**config.mk**
```make
export PLATFORM = sky130hd
export DESIGN_NAME = mips_multicycle_ctrl
export DESIGN_NICKNAME = d
export VERILOG_FILES = /design/src/rtl/mips_multicycle_ctrl.sv
export SDC_FILE = /design/constraint.sdc
export NUM_CORES = 1
export LEC_CHECK = 0
export ABC_AREA = 1
export CORE_MARGIN = 4
export CORE_UTILIZATION = 28
export DETAILED_ROUTE_END_ITERATION = 10
export GPL_ROUTABILITY_DRIVEN = 0
export SYNTH_ARGS = -nofsm -noshare
export SYNTH_HDL_FRONTEND = slang
export SYNTH_SLANG_ARGS = --single-unit
```
**constraint.sdc**
```tcl
create_clock -name clk -period 2.25 [get_ports clk]
set_clock_uncertainty 0.2 [all_clocks]
set_input_delay 0.45 -clock clk [delete_from_list [all_inputs] [get_ports clk]]
set_output_delay 0.45 -clock clk [all_outputs]
set_load 0.005 [all_outputs]
```
**src/rtl/mips_multicycle_ctrl.sv**
```systemverilog
// rtl/mips_multicycle_ctrl.sv - multi-cycle MIPS control FSM with memory wait timeout
//
// Sequences the multi-cycle MIPS datapath one instruction at a time.
// Inputs : clk, rst (sync, active-high), op/fn (instruction fields),
//          zero (ALU flag), mem_ready (memory access completes this cycle).
// Outputs: pc_write, pc_src, ir_write, iord, mem_read, mem_write, reg_write,
//          reg_dst, mem_to_reg, alu_src_a, alu_src_b, alu_ctl (datapath
//          controls), illegal / bus_err (sticky status), state (debug).
module mips_multicycle_ctrl #(
    parameter int MEM_TIMEOUT = 15
) (
    input  logic       clk,
    input  logic       rst,
    input  logic [5:0] op,
    input  logic [5:0] fn,
    input  logic       zero,
    input  logic       mem_ready,
    output logic       pc_write,
    output logic [1:0] pc_src,
    output logic       ir_write,
    output logic       iord,
    output logic       mem_read,
    output logic       mem_write,
    output logic       reg_write,
    output logic       reg_dst,
    output logic       mem_to_reg,
    output logic       alu_src_a,
    output logic [1:0] alu_src_b,
    output logic [2:0] alu_ctl,
    output logic       illegal,
    output logic       bus_err,
    output logic [3:0] state
);

    typedef enum logic [3:0] {
        S_FETCH    = 4'd0,
        S_DECODE   = 4'd1,
        S_MEMADR   = 4'd2,
        S_MEMRD    = 4'd3,
        S_MEMWB    = 4'd4,
        S_MEMWR    = 4'd5,
        S_RTYPE_EX = 4'd6,
        S_RTYPE_WB = 4'd7,
        S_BRANCH   = 4'd8,
        S_ADDI_EX  = 4'd9,
        S_ADDI_WB  = 4'd10,
        S_JUMP     = 4'd11,
        S_HALT     = 4'd12
    } state_t;

    localparam logic [5:0] OP_RTYPE = 6'b000000;
    localparam logic [5:0] OP_LW    = 6'b100011;
    localparam logic [5:0] OP_SW    = 6'b101011;
    localparam logic [5:0] OP_BEQ   = 6'b000100;
    localparam logic [5:0] OP_ADDI  = 6'b001000;
    localparam logic [5:0] OP_J     = 6'b000010;

    localparam logic [5:0] FN_ADD = 6'b100000;
    localparam logic [5:0] FN_SUB = 6'b100010;
    localparam logic [5:0] FN_AND = 6'b100100;
    localparam logic [5:0] FN_OR  = 6'b100101;
    localparam logic [5:0] FN_SLT = 6'b101010;

    localparam logic [2:0] ALU_AND = 3'b000;
    localparam logic [2:0] ALU_OR  = 3'b001;
    localparam logic [2:0] ALU_ADD = 3'b010;
    localparam logic [2:0] ALU_SUB = 3'b110;
    localparam logic [2:0] ALU_SLT = 3'b111;

    localparam logic [1:0] SRCB_RT   = 2'b00;
    localparam logic [1:0] SRCB_FOUR = 2'b01;
    localparam logic [1:0] SRCB_IMM  = 2'b10;
    localparam logic [1:0] SRCB_IMM4 = 2'b11;

    localparam logic [1:0] PCSRC_ALU    = 2'b00;
    localparam logic [1:0] PCSRC_ALUOUT = 2'b01;
    localparam logic [1:0] PCSRC_JUMP   = 2'b10;

    localparam logic [3:0] TIMEOUT = 4'(MEM_TIMEOUT);

    state_t     state_q, state_d;
    logic       illegal_q, illegal_d;
    logic       bus_err_q, bus_err_d;
    logic [3:0] wait_cnt_q, wait_cnt_d;

    logic       rtype_ok;
    logic [2:0] rtype_alu;
    logic       mem_state;
    logic       timeout_hit;

    // R-type function decode; rtype_ok gates entry to RTYPE_EX.
    always_comb begin
        rtype_ok  = 1'b1;
        rtype_alu = ALU_ADD;
        case (fn)
            FN_ADD:  rtype_alu = ALU_ADD;
            FN_SUB:  rtype_alu = ALU_SUB;
            FN_AND:  rtype_alu = ALU_AND;
            FN_OR:   rtype_alu = ALU_OR;
            FN_SLT:  rtype_alu = ALU_SLT;
            default: rtype_ok  = 1'b0;
        endcase
    end

    // The counter holds the number of wait cycles already spent in the
    // current memory state, so the cycle that would take it to TIMEOUT is
    // the timeout cycle. A mem_ready in that same cycle still completes.
    always_comb begin
        mem_state   = (state_q == S_FETCH) || (state_q == S_MEMRD) || (state_q == S_MEMWR);
        timeout_hit = (TIMEOUT != 4'd0) && !mem_ready && (wait_cnt_q == TIMEOUT - 4'd1);
    end

    always_comb begin
        state_d   = state_q;
        illegal_d = illegal_q;
        bus_err_d = bus_err_q;

        case (state_q)
            S_FETCH: begin
                if (mem_ready) begin
                    state_d = S_DECODE;
                end else if (timeout_hit) begin
                    bus_err_d = 1'b1;
                    state_d   = S_HALT;
                end
            end
            S_DECODE: begin
                case (op)
                    OP_LW, OP_SW: state_d = S_MEMADR;
                    OP_BEQ:       state_d = S_BRANCH;
                    OP_ADDI:      state_d = S_ADDI_EX;
                    OP_J:         state_d = S_JUMP;
                    OP_RTYPE: begin
                        if (rtype_ok) begin
                            state_d = S_RTYPE_EX;
                        end else begin
                            illegal_d = 1'b1;
                            state_d   = S_HALT;
                        end
                    end
                    default: begin
                        illegal_d = 1'b1;
                        state_d   = S_HALT;
                    end
                endcase
            end
            // Only lw and sw reach MEMADR, so op[3] alone separates them.
            S_MEMADR: state_d = (op == OP_SW) ? S_MEMWR : S_MEMRD;
            S_MEMRD: begin
                if (mem_ready) begin
                    state_d = S_MEMWB;
                end else if (timeout_hit) begin
                    bus_err_d = 1'b1;
                    state_d   = S_HALT;
                end
            end
            S_MEMWR: begin
                if (mem_ready) begin
                    state_d = S_FETCH;
                end else if (timeout_hit) begin
                    bus_err_d = 1'b1;
                    state_d   = S_HALT;
                end
            end
            S_MEMWB:    state_d = S_FETCH;
            S_RTYPE_EX: state_d = S_RTYPE_WB;
            S_RTYPE_WB: state_d = S_FETCH;
            S_ADDI_EX:  state_d = S_ADDI_WB;
            S_ADDI_WB:  state_d = S_FETCH;
            S_BRANCH:   state_d = S_FETCH;
            S_JUMP:     state_d = S_FETCH;
            S_HALT:     state_d = S_HALT;
            default:    state_d = S_HALT;
        endcase

        // Counter restarts on every state change, so each memory state
        // entry sees a fresh count.
        if (state_d != state_q) begin
            wait_cnt_d = 4'd0;
        end else if (mem_state && !mem_ready) begin
            wait_cnt_d = wait_cnt_q + 4'd1;
        end else begin
            wait_cnt_d = wait_cnt_q;
        end
    end

    always_ff @(posedge clk) begin
        if (rst) begin
            state_q    <= S_FETCH;
            illegal_q  <= 1'b0;
            bus_err_q  <= 1'b0;
            wait_cnt_q <= 4'd0;
        end else begin
            state_q    <= state_d;
            illegal_q  <= illegal_d;
            bus_err_q  <= bus_err_d;
            wait_cnt_q <= wait_cnt_d;
        end
    end

    // Per-state datapath controls; everything is held low while rst is high
    // so an access interrupted by reset never sees a strobe in that cycle.
    always_comb begin
        pc_write   = 1'b0;
        pc_src     = PCSRC_ALU;
        ir_write   = 1'b0;
        iord       = 1'b0;
        mem_read   = 1'b0;
        mem_write  = 1'b0;
        reg_write  = 1'b0;
        reg_dst    = 1'b0;
        mem_to_reg = 1'b0;
        alu_src_a  = 1'b0;
        alu_src_b  = SRCB_RT;
        alu_ctl    = ALU_AND;

        if (!rst) begin
            case (state_q)
                S_FETCH: begin
                    mem_read  = 1'b1;
                    alu_src_b = SRCB_FOUR;
                    alu_ctl   = ALU_ADD;
                    if (mem_ready) begin
                        pc_write = 1'b1;
                        ir_write = 1'b1;
                        pc_src   = PCSRC_ALU;
                    end
                end
                S_DECODE: begin
                    alu_src_b = SRCB_IMM4;
                    alu_ctl   = ALU_ADD;
                end
                S_MEMADR, S_ADDI_EX: begin
                    alu_src_a = 1'b1;
                    alu_src_b = SRCB_IMM;
                    alu_ctl   = ALU_ADD;
                end
                S_MEMRD: begin
                    mem_read = 1'b1;
                    iord     = 1'b1;
                end
                S_MEMWB: begin
                    reg_write  = 1'b1;
                    mem_to_reg = 1'b1;
                end
                S_MEMWR: begin
                    mem_write = 1'b1;
                    iord      = 1'b1;
                end
                S_RTYPE_EX: begin
                    alu_src_a = 1'b1;
                    alu_src_b = SRCB_RT;
                    alu_ctl   = rtype_alu;
                end
                S_RTYPE_WB: begin
                    reg_write = 1'b1;
                    reg_dst   = 1'b1;
                end
                S_ADDI_WB: begin
                    reg_write = 1'b1;
                end
                S_BRANCH: begin
                    alu_src_a = 1'b1;
                    alu_src_b = SRCB_RT;
                    alu_ctl   = ALU_SUB;
                    pc_src    = PCSRC_ALUOUT;
                    pc_write  = zero;
                end
                S_JUMP: begin
                    pc_write = 1'b1;
                    pc_src   = PCSRC_JUMP;
                end
                default: begin
                end
            endcase
        end
    end

    assign illegal = illegal_q;
    assign bus_err = bus_err_q;
    assign state   = state_q;

endmodule

```
# After elaboration in Yosys (flattened, before gate mapping)
# Cells that the tools add are included.
# word_totals
output_inout_bits,22
ff_bits,10
wordCells,89
# op_classes
mux,37
reduce_logical,21
n_addsub,1
n_eq_ne,24
bitwise_logic,2
# op_table
cell,count
"equality test 6 bit, second input constant",7
case mux 4 bit (8 select lines),1
"equality test 4 bit, second input constant",5
two-way mux 1 bit,20
two-way mux 4 bit,5
case mux 4 bit (5 select lines),1
"equality test 4 x 3 -> 1 bit, second input constant",4
OR reduction 5 bit,3
case mux 3 bit (4 select lines),1
OR reduction 2 bit,5
case mux 3 bit (3 select lines),1
"equality test 4 x 2 -> 1 bit, second input constant",2
OR reduction 4 bit,2
"equality test 6 x 2 -> 1 bit, second input constant",1
"equality test 6 x 3 -> 1 bit, second input constant",1
"equality test 6 x 4 -> 1 bit, second input constant",1
logical NOT 6 bit,1
two-way mux 3 bit,2
case mux 2 bit (3 select lines),1
AND reduction 3 bit,2
OR reduction 3 bit,2
"adder 4 x 1 -> 4 bit, second input constant",1
"equality test 4 x 1 -> 1 bit, second input constant",1
logical NOT 4 bit,1
10 further kinds,14

# Longest topological paths before layout
# Gate-level depths: netlist of run 1.
# logic_depth
word_depth,8
ltp_mapped,13

# Worst setup path after synthesis of run 1
# OpenSTA, ideal clock, no wires.
# synth_timing
kind,register -> output
startpoint,"reg state_q[1], in the netlist state[1]"
endpoint,out alu_ctl[1]
required_ns,1.600
stages_incl_launch_ff,7
arrival_ns,1.108
setup_slack_ns,0.492
path_cell_list,dfxtp_1 > inv_1 > nor2_2 > inv_1 > nor2_1 > o21ai_0 > a31oi_1
# synth_between
elab_chain_len,4
word_cells_on_any_way,9
classes_between,5 x eq/ne; 2 x mux; 2 x reduce/logical
# synth_rtl
element,line,rtl
from (decl),81,"state_t state_q, state_d;"
from (signal assigned),194,state_q <= state_d;
"equality test 4 x 1 -> 1 bit, or another cell as far along",218,case (state_q)
OR reduction 4 bit (no line),n/a,
case mux 3 bit (3 select lines) (*),218,
two-way mux 3 bit (*),217,if (!rst) begin
to (decl),29,"output logic [2:0] alu_ctl,"
# Mark *: on every way between the ends. The rest lies on a longest branch, timed or not.

# Final worst setup path of run 1
# layout_timing
startpoint,in rst
endpoint,out mem_to_reg
# layout_between
elab_chain_len,1
# layout_rtl
element,line,rtl
from (decl),13,"input logic rst,"
two-way mux 1 bit,217,
to (decl),26,"output logic mem_to_reg,"
# No other way between the ends.

==> results of run 1 <==
==> layout make-up <==
cell class                      count  area, um2  area share
Inverter                           37        139      0.0687
Clock buffer                        3       41.3      0.0204
Sequential cell                    10        213       0.105
Tap cell                           48       60.1      0.0297
Timing Repair Buffer               86        739       0.366
Multi-Input combinational cell    143        828       0.410
==> Yosys cell counts (3+ instances only) <==
cell type  number  area share
nand2_1        41        0.14
o21ai_0         3       0.014
a31oi_1         3       0.017
nand3_1        25        0.12
nor2_4          4       0.042
inv_2           7       0.024
inv_1          30        0.10
nor2_2          5       0.029
dfxtp_1        10        0.18
a21oi_1         7       0.032
nand4_1         5       0.029
nand2_2         4       0.023
nor2_1         33        0.11
==> worst max-delay path by stage <==
stage	depth (start not counted)	endpoint	slack, ns
final	4	mem_to_reg	0.06
after detailed placement	8	alu_ctl[0]	-0.46
after global placement	8	alu_ctl[0]	-0.46
after floorplan	6	alu_ctl[1]	0.49
after global routing	5	mem_to_reg	-0.01
after CTS	6	pc_src[1]	-0.001
==> cell families (layout without fill, tap and decap cells) <==
kind of cell	count (synthesis)	count (layout)	synth area share
fa+ha+maj	2	2	0.0231
compound gates	17	17	0.0923
flops	10	10	0.185
xor+xnor	3	3	0.0242
simple gates	121	121	0.531
buf+inv	40	126	0.145
==> sequential cells by signal, summed over array words and instances (netlist names) <==
name and cells:
bus_err 1, illegal 1, state 4, wait_cnt_q 4
==> repair_timing <==
action / 4_1_cts / 5_1_grt
pin swaps: 7 / 11
resized for setup: 40 / 33
setup endpoints to repair: 16 / 15
buffers inserted: 6 / 4
hold buffers: 0 / 0
==> critical path, stage by stage <==
cell and delay (ns):
dlygate4sd2_1 0.30, buf_4 0.19, nor2_1 0.10, clkdlybuf4s50_1 0.50
==> layer usage <==
metal | GRT usage | routed length [um] | up-vias
li1 | - | - | 784
met1 | 0.185 | 1640 | 643
met2 | 0.242 | 1640 | 32
met3 | 0.0230 | 152 | 4
met4 | 0.0255 | 26 | 0
met5 | 0 | 0 | -
==> metrics by stage <==
step | cell area (um2) | setup slack, ns | utilization
4_1_cts | 1920 | -0.00122 | 0.515
5_1_grt | 2020 | -0.0150 | 0.544
3_3_place_gp | 1790 | -0.455 | 0.481
6_report | 2020 | 0.0575 | 0.544
2_1_floorplan | 1080 | 0.492 | -
3_5_place_dp | 1790 | -0.460 | 0.481
==> power by group <==
part | switching (mW) | internal [mW]
logic | 0.224 | 0.240
registers | 0.0148 | 0.192
clock network | 0.0687 | 0.117
==> flow_metrics.tcl, run 1 <==
set metrics [dict create \
    status "complete, no violations" \
    power_uw 856 \
    critPathLaunch "rst" \
    portBuffers 37 \
    min_period_over_period 0.974 \
    regToRegStartpoint "state[3]" \
    async_flop_share 0 \
    die_h_um 70.2 \
    yosys_warnings 0 \
    clock_sinks 10 \
    cts_tree "yes" \
    cts_buffer_depth 2 \
    hold_start "illegal" \
    synth_ff_type "dfxtp_1" \
    layout_common_cells "buf_4, nand2_1, inv_1, nor2_1, nand3_1" \
    via_count 1463 \
    whs_endpoint "illegal" \
    arrival_ns 1.54 \
    setup_viol 0 \
    remaining_drc_errors 0 \
    htree_levels 1 \
    die_w_um 70.2 \
    slew_viol_final 0 \
    power_density_mw_per_mm2 424 \
    grt_pass1_wl_um 5890 \
    nets 299 \
    crit_required_ns 1.60 \
    antenna_found_initial 0 \
    r2r-end "wait_cnt_q[2]" \
    synth-seq-area-share 0.185 \
    hold_viol 0 \
    grt_pass1_vias 1366 \
    leakage_nw 1.09 \
    r2r_cells 16 \
    start_kind "input port" \
    cts.clk_slew.worst_paths_ns 0.05 \
    synthCells 193 \
    ios 38 \
    syn-cell-area_mm2 0.00108 \
    min_path_type "flop to flop" \
    initial_core_util 0.292 \
    worstHoldPathCells 2 \
    relSlewSlack 0.853 \
    cts_buffers 3 \
    num_antenna_cells 0 \
    grt_max_degree 12 \
    fin_setup_tns_ns 0 \
    viasPerCell 4.47 \
    end_kind "primary output" \
    regToRegSetupSlack_ns 0.16 \
    die-area_mm2 0.00493 \
    core-area_mm2 0.00372 \
    stdcell_count 327 \
    worst_pin_slew_ns 0.220 \
    drt_wl_total_um 3460 \
    synth_edf_count 0 \
    avgSynthCellArea_um2 5.62 \
    final_common_cell "buf_4" \
    fmax_ghz 0.456 \
    crit_path_max_fanout 11 \
    fill_cells 371 \
    dp_cells 314 \
    rsz0062_at_grt "yes" \
    drt_iter0_markers 59 \
    placementRows 22 \
    vdd_ir_drop_max_uv 275 \
    hpwlAfterDp_um 2770 \
    area_growth_pct 86.3 \
    grt_usage 0.141 \
    drtAntennaViolNets 0 \
    drive_gt1_frac 0.373 \
    hold_ws_ns 0.250 \
    fin_crit_ns 2.19 \
    wl_per_cell_um 10.6 \
    synth_cell_types 26 \
    synth_nets 211 \
    synth.ff_latch_count 10 \
    cap_violations 0 \
    dr.pass1.iters 4 \
    insertion_delay_ns 0.23 \
    root_buffer "clkbuf_8" \
    gr-total-overflow 0 \
    worstSetupPathType "input port to primary output" \
]
(Power assumes the default switching activity.)
==> run 2, diff against run 1 <==
Settings changed: GPL_TIMING_DRIVEN set to 0.
==> run 2 against run 1 <==
Effect of this change: clock-buffer cell count increased by 1; core utilization decreased by 6.5 points; flip-flop and latch count unchanged; fmax increased by 0.64%; die area unchanged; highest routed layer is now met3; first-iteration DRC count increased by 5.1%; global-route usage decreased by 1.4 points; setup slack improved by 0.014 ns; via count decreased by 9.7%; final cell count decreased by 9.5%.
==> flow_metrics.tcl, run 2 (synthesis results as in run 1) <==
set metrics [dict create \
    drtAntennaViolNets 0 \
    initial_core_util 0.292 \
    p_comb_frac 0.462 \
    stdcell_count 296 \
    slew_viol_final 0 \
    rsz0062_at_grt "no" \
    root_buffer "clkbuf_8" \
    nets 267 \
    crit_path_max_fanout 3 \
    final_common_cell "nand2_1" \
    worstSetupPathType "input port to primary output" \
    placementRows 22 \
    grt_pass1_wl_um 5350 \
    grt_usage 0.127 \
    die_w_um 70.2 \
    grt_pass1_vias 1220 \
    power.switching_uw 290 \
    arrival_ns 1.53 \
    relSlewSlack 0.829 \
    area_growth_pct 64.0 \
    htree_levels 1 \
    start_kind "input port" \
    intPower_uw 517 \
    min_path_type "flop to flop" \
    drt-met1-wl_um 1490 \
    fin_setup_tns_ns 0 \
    hpwlAfterDp_um 2450 \
    cts_hold_buffers 0 \
    worst_pin_slew_ns 0.256 \
    remaining_drc_errors 0 \
    cap_violations 0 \
    fin_crit_ns 2.18 \
    hold_viol 0 \
    dp_cells 278 \
    fmax_ghz 0.459 \
    status "complete, no violations" \
    wl_per_cell_um 10.5 \
    min_period_over_period 0.968 \
    crit_required_ns 1.60 \
    cts.clk_slew.worst_paths_ns 0.05 \
    pre_cts_ws_ns -0.644 \
    setup_ws_ns 0.0713 \
    dr_wl_met2_um 1500 \
    vdd_ir_drop_max_uv 206 \
    end_kind "primary output" \
    cts_buffers 3 \
    p_sw_frac 0.360 \
    layout_common_cells "nand2_1, inv_1, nor2_1, nand3_1, clkdlybuf4s50_1" \
    insertion_delay_ns 0.23 \
    seqPwrFrac 0.260 \
    antenna_found_initial 0 \
    portBuffers 37 \
    setup_viol 0 \
    clock_sinks 10 \
    leakage_nw 0.911 \
    core-area_mm2 0.00372 \
    cts_tree "yes" \
    drt_wl_total_um 3120 \
    grt_max_degree 11 \
    pwr-share-clk 0.278 \
    dr.pass1.iters 4 \
    regArea_um2 211 \
    cts_buffer_depth 2 \
    die_h_um 70.2 \
    multi_input_area_um2 826 \
    via_count 1321 \
    wl_met3_um 130 \
    viasPerCell 4.46 \
    top_layer "met3" \
    gr-total-overflow 0 \
    ios 38 \
    die-area_mm2 0.00493 \
    num_antenna_cells 0 \
    drive_gt1_frac 0.294 \
    power_uw 808 \
    power_density_mw_per_mm2 454 \
    fill_cells 406 \
    drt_iter0_markers 62 \
]
==> run 2: stage by stage <==
stage | utilization | area, um2 | hold WS (ns)
2_1_floorplan | - | 1080 | 0.247
3_3_place_gp | 0.408 | 1520 | 0.251
3_5_place_dp | 0.408 | 1520 | 0.248
4_1_cts | 0.458 | 1700 | 0.259
5_1_grt | 0.479 | 1780 | 0.285
6_report | 0.479 | 1780 | 0.255
==> run 2: cell type report <==
cell class              count  share of cell area
plain buffers               3              0.0225
clock buffers               4              0.0309
inverters                  37              0.0781
multi-input cells         143               0.464
flip-flops and latches     10               0.119
well taps                  48              0.0338
repair buffers             51               0.252
==> run 2: layer usage <==
layer | GRT usage | vias up
met5 | 0 | -
met1 | 0.164 | 573
met3 | 0.0245 | 0
met4 | 0.0191 | 0
li1 | - | 721
met2 | 0.219 | 27
==> run 2: power groups by stage <==
stage / Combinational (mW) / Sequential [mW] / Clock (mW)
floorplan: 0.205 / 0.209 / 0
global placement: 0.335 / 0.212 / 0
detailed placement: 0.336 / 0.212 / 0
CTS: 0.358 / 0.210 / 0.235
global route: 0.416 / 0.212 / 0.246
finish: 0.373 / 0.210 / 0.225
==> run 2: worst paths after layout <==
path / start / to / slack (ns) / cells past startpoint
setup reg to reg: state[3] / wait_cnt_q[3] / 0.38 / 14
setup / recovery: fn[0] / alu_ctl[0] / 0.07 / 7
hold reg to reg: illegal / illegal / 0.26 / 2
hold / removal: illegal / illegal / 0.26 / 2
==> run 2: what timing repair did <==
item                       in CTS  in global routing
setup endpoints to repair      16                 18
pin swaps                       6                  6
gates resized for setup        48                 31
setup buffers                   9                  5
hold endpoints to repair        0                  0
==> run 2: worst max-delay path, stage by stage <==
cell	delay, ns
clkdlybuf4s50_1	0.46
nor2_4	0.17
nand3_4	0.10
nand2_2	0.06
nand3_1	0.05
a21oi_1	0.11
buf_2	0.12
==> run 3, diff against run 2 <==
Settings changed: CAP_MARGIN set to 20.
==> results of run 3 <==
The final DEF is identical to that of run 2; final timing and power are the same.
==> patch (flow settings as in run 3) <==
Change the parameter `MEM_TIMEOUT` from 15 to 11.
--- a/src/rtl/mips_multicycle_ctrl.sv
+++ b/src/rtl/mips_multicycle_ctrl.sv
@@ -8,5 +8,5 @@
 //          controls), illegal / bus_err (sticky status), state (debug).
 module mips_multicycle_ctrl #(
-    parameter int MEM_TIMEOUT = 15
+    parameter int MEM_TIMEOUT = 11
 ) (
     input  logic       clk,
Check against the original RTL: same outputs for any inputs over 10 cycles, from zero or initial values and one cycle with rst high; that may be too few to reach the edited logic, so the function may still have changed.
==> patch against run 3 <==
Design area increased by 3.2%; synthesized area increased by 2.9%; sequential cell count unchanged; via count is 7.4% higher; count of clock-buffer cells in the layout unchanged; setup slack worse by 0.0050 ns; worst hold slack better by 0.0084 ns; wire length increased by 9.4%; total power rose by 1.7%; critical path type is now reg -> out; largest cell class unchanged.
==> patch: results (changes against run 3) <==
logic_synthesis:
  synthTopCellsByArea: "dfxtp_1 (18%), nand2_1 (15%), nor2_1 (10%)"  # was dfxtp_1 (18%), nand2_1 (14%), nand3_1 (12%)
  synth_cell_types: 27  # was 26
  seq_area_frac_synth_pct: 17.94  # was 18.45%
  synthCells: 198  # was 193
  synthTopCellsByCount: "nand2_1 (44), nor2_1 (31), inv_1 (30), nand3_1 (18), dfxtp_1 (10)"  # was nand2_1 (41), nor2_1 (33), inv_1 (30), nand3_1 (25), dfxtp_1 (10)
  syn-num-nets: 216  # was 211
global_routing:
  grt_pass1_vias: 1275  # was 1220
  grt_max_degree: 11  # unchanged
  grt_first_pass_wirelength_um: 5616  # was 5354 um
  grtUsageTotal_pct: 13.42  # was 12.67%
routing:
  dr_total_vias: 1419  # was 1321
  drt_first_iter_violations: 99  # was 62
  wirelength_um: 3413  # was 3121 um
placement:
  placedCellCount: 283  # was 278
  pre_cts_ws_ns: -0.5950  # was -0.6442 ns
  dp_hpwl_um: 2573  # was 2450 um
critical_path:
  max_stage_delay_ns: 0.50  # was 0.46 ns
  critPathMaxFanout: 5  # was 3
  cp-start-kind: "register"  # was input port
  rrSetupSlack_ns: 0.32  # was 0.38 ns
power_and_ir_drop:
  p_leak_nw: 0.9435  # was 0.9109 nW
  irDropWorstVdd_v: 0.0002383  # was 0.0002058 V
timing:
  relSlewSlack_pct: 83.49  # was 82.88%
  max_freq_mhz: 457.9  # was 459.0 MHz
cells_and_area:
  fillers: 398  # was 406
  fin_cells: 301  # was 296
outcome:
  status: "finished, final reports clean"  # unchanged
## patch: layout make-up
cell class	instances	area [um^2]	area share (%)
buffer	2	16.27	0.8856
clock buffer	4	55.05	2.997
inverter	39	156.4	8.515
multi-input combinational	147	872.1	47.48
sequential	10	212.7	11.58
tap	48	60.06	3.270
timing repair buffer	51	464.2	25.27
## patch: repair_timing
item                                    in CTS  in global routing
setup buffers                               13                  1
endpoints found under the setup margin      20                  8
resized for setup                           62                 15
pin swaps                                   14                  5
## patch: kinds of logic (layout without fill, tap and decap cells)
group           count (synthesis)  in the layout  synth area share, %
simple gates                  123            123                52.91
flops                          10             10                17.94
buf+inv                        41             96                14.46
fa+ha+maj                       2              2                2.242
xor+xnor                        4              4                3.139
compound gates                 18             18                9.306
## patch: report_power, final
group	switching (W)	internal (W)	leakage (nW)
logic	0.000205	0.000172	0.831
registers	0.0000255	0.000193	0.0838
clock network	0.0000729	0.000154	0.0288
## patch: layer usage
metal	up-vias	part of all wire [%]	GRT usage, %
met5	-	0	0
met4	0	1.7	5.010
met3	8	6.0	3.125
met2	49	46	21.52
met1	631	47	17.41
li1	731	-	-
## patch: worst paths after layout
path                                                    to  cells after the start
worst max-delay path                               reg_dst                      5
worst max register to register  wait_cnt_q[3]$_SDFFE_PP0P_                      9
worst min-delay path                  illegal$_SDFFE_PP0P_                      2
worst min register to register        illegal$_SDFFE_PP0P_                      2
## patch: worst reg2reg max path, cell delays in order (launching register included)
cell and delay [ns]:
dfxtp_4 0.38, nor2_4 0.15, buf_4 0.13, buf_4 0.11, inv_2 0.04, nor2_4 0.14, nand3_1 0.15, nand2_1 0.15
xor2_2 0.25, nor3_1 0.10
## patch: per-stage QoR
step / hold WS [ns] / utilization, % / cell area, um^2
2_1_floorplan: 0.2466 / - / 1116
3_3_place_gp: 0.2476 / 41.31 / 1546
3_5_place_dp: 0.2529 / 41.31 / 1546
4_1_cts: 0.2699 / 47.79 / 1789
5_1_grt: 0.3196 / 49.06 / 1837
6_report: 0.2637 / 49.06 / 1837
